File: src/rtl/cp0_pkg.sv
// Shared definitions for the CP0 exception sequencer: ExcCodes, handler vector and FSM states.
package cp0_pkg;

  localparam logic [4:0] EXC_INT  = 5'd0;
  localparam logic [4:0] EXC_ADEL = 5'd4;
  localparam logic [4:0] EXC_ADES = 5'd5;
  localparam logic [4:0] EXC_SYS  = 5'd8;
  localparam logic [4:0] EXC_BP   = 5'd9;
  localparam logic [4:0] EXC_RI   = 5'd10;
  localparam logic [4:0] EXC_OV   = 5'd12;

  localparam logic [31:0] EXC_VECTOR_DEFAULT = 32'hBFC00380;

  typedef enum logic [2:0] {
    ST_IDLE,
    ST_CAPTURE,
    ST_WRITE,
    ST_REDIRECT,
    ST_ERET
  } state_t;

endpackage

File: src/rtl/cp0_exc_prio.sv
// Fixed-priority exception selector: picks one ExcCode and where its BadVAddr comes from.
module cp0_exc_prio
  import cp0_pkg::*;
(
  input  logic       if_adel,
  input  logic       ex_ri,
  input  logic       ex_ov,
  input  logic       ex_sys,
  input  logic       ex_bp,
  input  logic       mem_adel,
  input  logic       mem_ades,
  input  logic       int_pending,
  input  logic       status_exl,
  output logic       take,
  output logic [4:0] exccode,
  output logic       use_badvaddr,
  output logic       badvaddr_sel
);

  // badvaddr_sel: 0 selects the committing PC, 1 selects the data address.
  always_comb begin
    take         = 1'b1;
    exccode      = EXC_INT;
    use_badvaddr = 1'b0;
    badvaddr_sel = 1'b0;
    if (int_pending && !status_exl) begin
      exccode = EXC_INT;
    end else if (if_adel) begin
      exccode      = EXC_ADEL;
      use_badvaddr = 1'b1;
    end else if (ex_ri) begin
      exccode = EXC_RI;
    end else if (ex_ov) begin
      exccode = EXC_OV;
    end else if (ex_sys) begin
      exccode = EXC_SYS;
    end else if (ex_bp) begin
      exccode = EXC_BP;
    end else if (mem_adel) begin
      exccode      = EXC_ADEL;
      use_badvaddr = 1'b1;
      badvaddr_sel = 1'b1;
    end else if (mem_ades) begin
      exccode      = EXC_ADES;
      use_badvaddr = 1'b1;
      badvaddr_sel = 1'b1;
    end else begin
      take = 1'b0;
    end
  end

endmodule

File: src/rtl/cp0_exc_ctrl.sv
// CP0 exception/ERET sequencer: latches a committed exception, writes CP0 state, flushes and redirects fetch.
module cp0_exc_ctrl
  import cp0_pkg::*;
#(
  parameter logic [31:0] EXC_VECTOR = EXC_VECTOR_DEFAULT
) (
  input  logic        clk,
  input  logic        reset,
  input  logic        exc_valid,
  input  logic [31:0] exc_pc,
  input  logic        exc_bd,
  input  logic        if_adel,
  input  logic        ex_ri,
  input  logic        ex_ov,
  input  logic        ex_sys,
  input  logic        ex_bp,
  input  logic        mem_adel,
  input  logic        mem_ades,
  input  logic [31:0] mem_addr,
  input  logic        int_pending,
  input  logic        status_exl,
  input  logic        eret,
  input  logic [31:0] epc_value,
  output logic        busy,
  output logic        flush,
  output logic        badvaddr_write,
  output logic [31:0] badvaddr_addr,
  output logic        epc_write,
  output logic [31:0] epc_data,
  output logic        cause_write,
  output logic [4:0]  cause_exccode,
  output logic        cause_bd,
  output logic        exl_set,
  output logic        exl_clr,
  output logic        pc_redirect,
  output logic [31:0] redirect_pc
);

  state_t      r_state;
  logic [4:0]  r_code;
  logic [31:0] r_pc;
  logic        r_bd;
  logic        r_exl;
  logic        r_use_bva;
  logic [31:0] r_bva;

  logic        w_take;
  logic [4:0]  w_code;
  logic        w_use_bva;
  logic        w_bva_sel;
  logic        w_accept;

  cp0_exc_prio u_prio (
    .if_adel      (if_adel),
    .ex_ri        (ex_ri),
    .ex_ov        (ex_ov),
    .ex_sys       (ex_sys),
    .ex_bp        (ex_bp),
    .mem_adel     (mem_adel),
    .mem_ades     (mem_ades),
    .int_pending  (int_pending),
    .status_exl   (status_exl),
    .take         (w_take),
    .exccode      (w_code),
    .use_badvaddr (w_use_bva),
    .badvaddr_sel (w_bva_sel)
  );

  assign w_accept = (r_state == ST_IDLE) && exc_valid && w_take;

  // Exception context is only consumed while the FSM is busy, so it needs no reset.
  always_ff @(posedge clk) begin
    if (w_accept) begin
      r_code    <= w_code;
      r_pc      <= exc_pc;
      r_bd      <= exc_bd;
      r_exl     <= status_exl;
      r_use_bva <= w_use_bva;
      r_bva     <= w_bva_sel ? mem_addr : exc_pc;
    end
  end

  // Outputs are registered alongside the next state, so each reflects the state being entered.
  always_ff @(posedge clk) begin
    if (reset) begin
      r_state        <= ST_IDLE;
      busy           <= 1'b0;
      flush          <= 1'b0;
      badvaddr_write <= 1'b0;
      badvaddr_addr  <= '0;
      epc_write      <= 1'b0;
      epc_data       <= '0;
      cause_write    <= 1'b0;
      cause_exccode  <= '0;
      cause_bd       <= 1'b0;
      exl_set        <= 1'b0;
      exl_clr        <= 1'b0;
      pc_redirect    <= 1'b0;
      redirect_pc    <= '0;
    end else begin
      busy           <= 1'b0;
      flush          <= 1'b0;
      badvaddr_write <= 1'b0;
      badvaddr_addr  <= '0;
      epc_write      <= 1'b0;
      epc_data       <= '0;
      cause_write    <= 1'b0;
      cause_exccode  <= '0;
      cause_bd       <= 1'b0;
      exl_set        <= 1'b0;
      exl_clr        <= 1'b0;
      pc_redirect    <= 1'b0;
      redirect_pc    <= '0;
      case (r_state)
        ST_IDLE: begin
          if (w_accept) begin
            r_state <= ST_CAPTURE;
            busy    <= 1'b1;
          end else if (exc_valid && eret) begin
            r_state     <= ST_ERET;
            busy        <= 1'b1;
            flush       <= 1'b1;
            exl_clr     <= 1'b1;
            pc_redirect <= 1'b1;
            redirect_pc <= epc_value;
          end
        end
        ST_CAPTURE: begin
          r_state        <= ST_WRITE;
          busy           <= 1'b1;
          flush          <= 1'b1;
          cause_write    <= 1'b1;
          cause_exccode  <= r_code;
          exl_set        <= 1'b1;
          badvaddr_write <= r_use_bva;
          badvaddr_addr  <= r_use_bva ? r_bva : 32'd0;
          // A nested exception (EXL already set) must preserve the original EPC and BD.
          epc_write      <= !r_exl;
          epc_data       <= r_exl ? 32'd0 : (r_bd ? r_pc - 32'd4 : r_pc);
          cause_bd       <= r_bd && !r_exl;
        end
        ST_WRITE: begin
          r_state     <= ST_REDIRECT;
          busy        <= 1'b1;
          pc_redirect <= 1'b1;
          redirect_pc <= EXC_VECTOR;
        end
        default: r_state <= ST_IDLE;
      endcase
    end
  end

endmodule

File: config.mk
export PLATFORM = sky130hd
export DESIGN_NAME = cp0_exc_ctrl
export DESIGN_NICKNAME = d
export VERILOG_FILES = /design/src/rtl/cp0_pkg.sv /design/src/rtl/cp0_exc_prio.sv /design/src/rtl/cp0_exc_ctrl.sv
export SDC_FILE = /design/constraint.sdc
export NUM_CORES = 1
export LEC_CHECK = 0
export CORE_MARGIN = 1.5
export CORE_UTILIZATION = 45
export CTS_BUF_LIST = sky130_fd_sc_hd__clkbuf_2 sky130_fd_sc_hd__clkbuf_4 sky130_fd_sc_hd__clkbuf_8
export DETAILED_ROUTE_END_ITERATION = 8
export PLACE_DENSITY = 0.8
export REMOVE_ABC_BUFFERS = 1
export SLEW_MARGIN = 20
export SYNTH_ARGS = -nofsm -noshare
export SYNTH_HDL_FRONTEND = slang
export SYNTH_SLANG_ARGS = --single-unit
File: constraint.sdc
create_clock -name clk -period 14 [get_ports clk]
set_input_delay 2.8 -clock clk [delete_from_list [all_inputs] [get_ports clk]]
set_output_delay 2.8 -clock clk [all_outputs]
set_load 0.02 [all_outputs]
==> implementation parameters <==
Parameter                              Value

CTS
  Post-cts repair resize count ... 0
  Register clock-pin slew on the reported worst setup and hold paths ... approximately 0.080 ns
  TritonCTS clock tree ... built
  Postcts setup bufs ... 0
  TritonCTS buffer count ... 17
  H-tree depth ... 4
  Maximum buffer depth of the clock tree ... 2
  Sinks on the clock net ... 182
  Cell chosen for the clock root ... clkbuf_8
  Clk Latency, worst-skew pair ... about 0.45 ns
  Hold bufs inserted after CTS ... 0

Layout
  Most frequent standard cell in the layout excluding fill and tap cells ... clkdlybuf4s50_1
  Share of post-route cells with drive strength above 1 ... between 10% and 20%
  Antenna fix cells ... 0
  Final standard cell area without fillers ... 9070 µm²
  Synthesis-to-layout area growth ... 43.3%
  Top library cells by usage in the layout, fill and taps aside ... clkdlybuf4s50_1 (218), dfxtp_1 (111), edfxtp_1 (71)
  Nets ... 810
  Count of placed standard cells in the final layout, fillers left out ... 892
  Final core area utilization ... between 60% and 70%

GRT
  Total gr overflow ... 0
  Via count of the first global-routing pass ... between 4,000 and 5,000
  Number of antenna violations at the first check in global routing ... 0
  Total track usage ... between 20% and 30%
  Maximum number of pins on one net before global-route repair ... around 40
  First-pass GRT wire length ... roughly 23,000 µm

Routing
  Initial DRC count ... 240
  Final ANT Viol Nets ... 0
  Residual DRC count ... 0
  Average wire per cell in the routed design ... between 15 and 20 µm
  Via-per-instance ratio ... between 5 and 6
  Drt pass-1 iters ... 4
  Count of vias placed by the detailed router ... ~4,500
  Routed Wire Length ... between 10,000 and 15,000 µm

Min path
  Worst hold endpoint ... cause_exccode[1]$_SDFF_PP0_
  Type of the tightest min-delay check ... flip-flop to flip-flop
  Beginning of the worst hold path ... r_code[1]$_SDFFCE_PP0P_
  Number of instances on the worst hold path ... 1

Placement
  Post-place instance area ... a little under 9000 µm²
  HPWL after DPL ... 10,400 µm
  Cell total after placement ... 860
  Number of buffer cells added on primary ports ... between 200 and 250
  Routability Congestion ... approximately 0.78

Logic synthesis
  Largest family of logic cells by synthesized area ... simple AND/OR/NAND/NOR gates
  Post-synth top area cell ... dfxtp_1
  Area fraction in compound gates after synthesis ... approximately 4.6%
  Combined area of all synthesized cells ... ~6300 µm²
  Post-synthesis share of cell area spent on full adders, half adders and majority gates ... less than 1%
  Post-synth EDFFs ... 71
  Share of synthesized area occupied by flip-flops and latches ... slightly below 70%
  Synth Register Bits ... 182
  Portion of synthesized cell area occupied by the leading cell type ... about a third
  Post-synthesis async set-or-reset flop share ... 0%
  Top area cells in the synthesized netlist ... dfxtp_1 (35%), edfxtp_1 (34%), mux2_2 (5.7%)
  Multiplexer share of the synthesized area ... under 10%
  Fraction of synthesized cell area in xor and xnor cells ... 1.52%
  Post-synthesis simple-gate area fraction ... 16.5%
  Number of different library cells in the post-synthesis netlist ... 46
  Number of warning messages in the yosys log ... 0
  Cell count after synthesis ... 484
  Mean post-synth cell area ... between 10 and 15 µm²
  Synth Flop Type ... dfxtp_1

Timing
  Worst-margin pin slew ... ~1.1 ns
  Slew margin rel. ... slightly below 30%
  Max Clk Rate ... between 150 and 200 MHz
  Setup Viol. Count Final ... 0
  Tmin final ... between 5 and 6 ns
  Final hold violation count ... 0
  Post-route fraction of the period consumed by the critical path ... 42.8%
  Setup repair after global routing missed its margin ... false
  Worst clock skew ... 0.0157 ns
  Sum of negative setup slack ... 0 ns
  Final Max Tran Viols ... 0

Critical path
  Required time at the endpoint of the critical path ... around 14 ns
  Cell family with the largest share of critical-path delay ... buffers and inverters
  Internal reg-to-reg setup slack ... 10.39 ns
  Critical Path Sink Type ... flip-flop
  Path depth of the worst reg2reg path ... 6
  Critical Path Most Common Cell ... clkinv_1
  Startpoint types ... input pin
  Crit Path Max Fanout ... 40
  Critical path buffer and inverter count ... 3
  Data arrival time of the worst path ... approximately 6.3 ns
  Slowest cell delay on critical path ... 1.15 ns
  Slowest cell on the critical path ... nand2b_1
  Worst flop-to-flop path endpoint ... epc_data[30]$_SDFF_PP0_
  Critical setup path kind ... input pin to flip-flop
  Reg2Reg Launch Point ... r_state[1]$_SDFFE_PP0P_
  Cell-by-cell listing of the critical path ... clkdlybuf4s50_1 > or4b_2 > clkinv_1 > nand2b_1 > clkinv_1 > o311ai_0 > o41ai_1

Power
  Static Leak ... 3.29 nW
  Power per unit of standard cell area ... about 120 nW/µm²
  Worst vdd rail ir drop ... approximately 0.11 mV

Floorplan
  Starting Density ... 45.8%
  Top-level port count ... 220
  Num rows ... 43
  Die area ... 14,800 µm²
  Vertical extent of the die ... between 100 and 150 µm
  Core footprint ... ~14,000 µm²
  Width of the die ... ~120 µm

Job
  Count of maximum capacitance violations ... 0

Outcome
  Run status ... finished, final reports clean
flip-flops by register name, indices dropped and copies added, names as in the netlist, 3 cells and up:
| signal | cells |
|---|---|
| r_code | 4 |
| r_state | 3 |
| badvaddr_addr | 32 |
| r_bva | 32 |
| r_pc | 32 |
| epc_data | 32 |
| redirect_pc | 32 |
| cause_exccode | 4 |
where the power goes:
part	total [mW]	switching, mW	internal, mW	leakage, nW
registers	0.595	0.0156	0.580	1.57
clock network	0.354	0.179	0.175	0.213
logic	0.100	0.0458	0.0542	1.50
stage by stage:
stage / hold WS [ns] / power (mW) / worst slack (ns)
6_report: 0.457 / 1.05 / 8.01
5_1_grt: 0.469 / 1.09 / 7.61
4_1_cts: 0.459 / 1.06 / 8.06
3_5_place_dp: 0.437 / 0.708 / 7.58
3_3_place_gp: 0.430 / 0.704 / 7.74
2_1_floorplan: 0.420 / 0.646 / 7.10
cell families after synthesis:
group	after synthesis
and+or+nand+nor	173
buffers and inverters	29
DFF	182
muxes	36
AOI/OAI and AO/OA	51
adders and majority gates	1
other	1
xor gates and xnor gates	11
cells in the mapped netlist (8+ instances only):
library cell	n
nor2_1	30
o21ai_0	21
dfxtp_1	111
nor3_1	9
clkbuf_1	17
edfxtp_1	71
mux2_2	32
or3_1	13
a21oi_1	16
and3_1	35
nand2_1	8
and2_1	28
worst max path at each step:
| stage | startpoint | end | depth (start not counted) |
|---|---|---|---|
| after floorplan | exc_valid | r_bd$_DFFE_PP_ | 2 |
| after global placement | reset | epc_data[30]$_SDFF_PP0_ | 7 |
| after detailed placement | reset | epc_data[30]$_SDFF_PP0_ | 7 |
| after CTS | reset | epc_data[30]$_SDFF_PP0_ | 7 |
| after global routing | reset | epc_data[30]$_SDFF_PP0_ | 7 |
| final | reset | epc_data[30]$_SDFF_PP0_ | 7 |
routing by layer:
metal  track usage [%]  up-vias  wire length, µm
met5                 0        -                0
met4              8.01        0              187
met3              8.24       13             1260
met2              35.1      179             7370
met1              22.6     2108             5810
li1                  -     2174                -
area by class of cell:
| cell class | instances | area [µm²] |
|---|---|---|
| Fill cell | 1001 | 4760 |
| Sequential cell | 182 | 4350 |
| Timing Repair Buffer | 219 | 2190 |
| Multi-Input combinational cell | 273 | 1870 |
| Clock buffer | 21 | 283 |
| Tap cell | 180 | 225 |
| Clock inverter | 11 | 124 |
| Inverter | 6 | 22.5 |
Note: power is estimated with default switching activity, not from simulation.
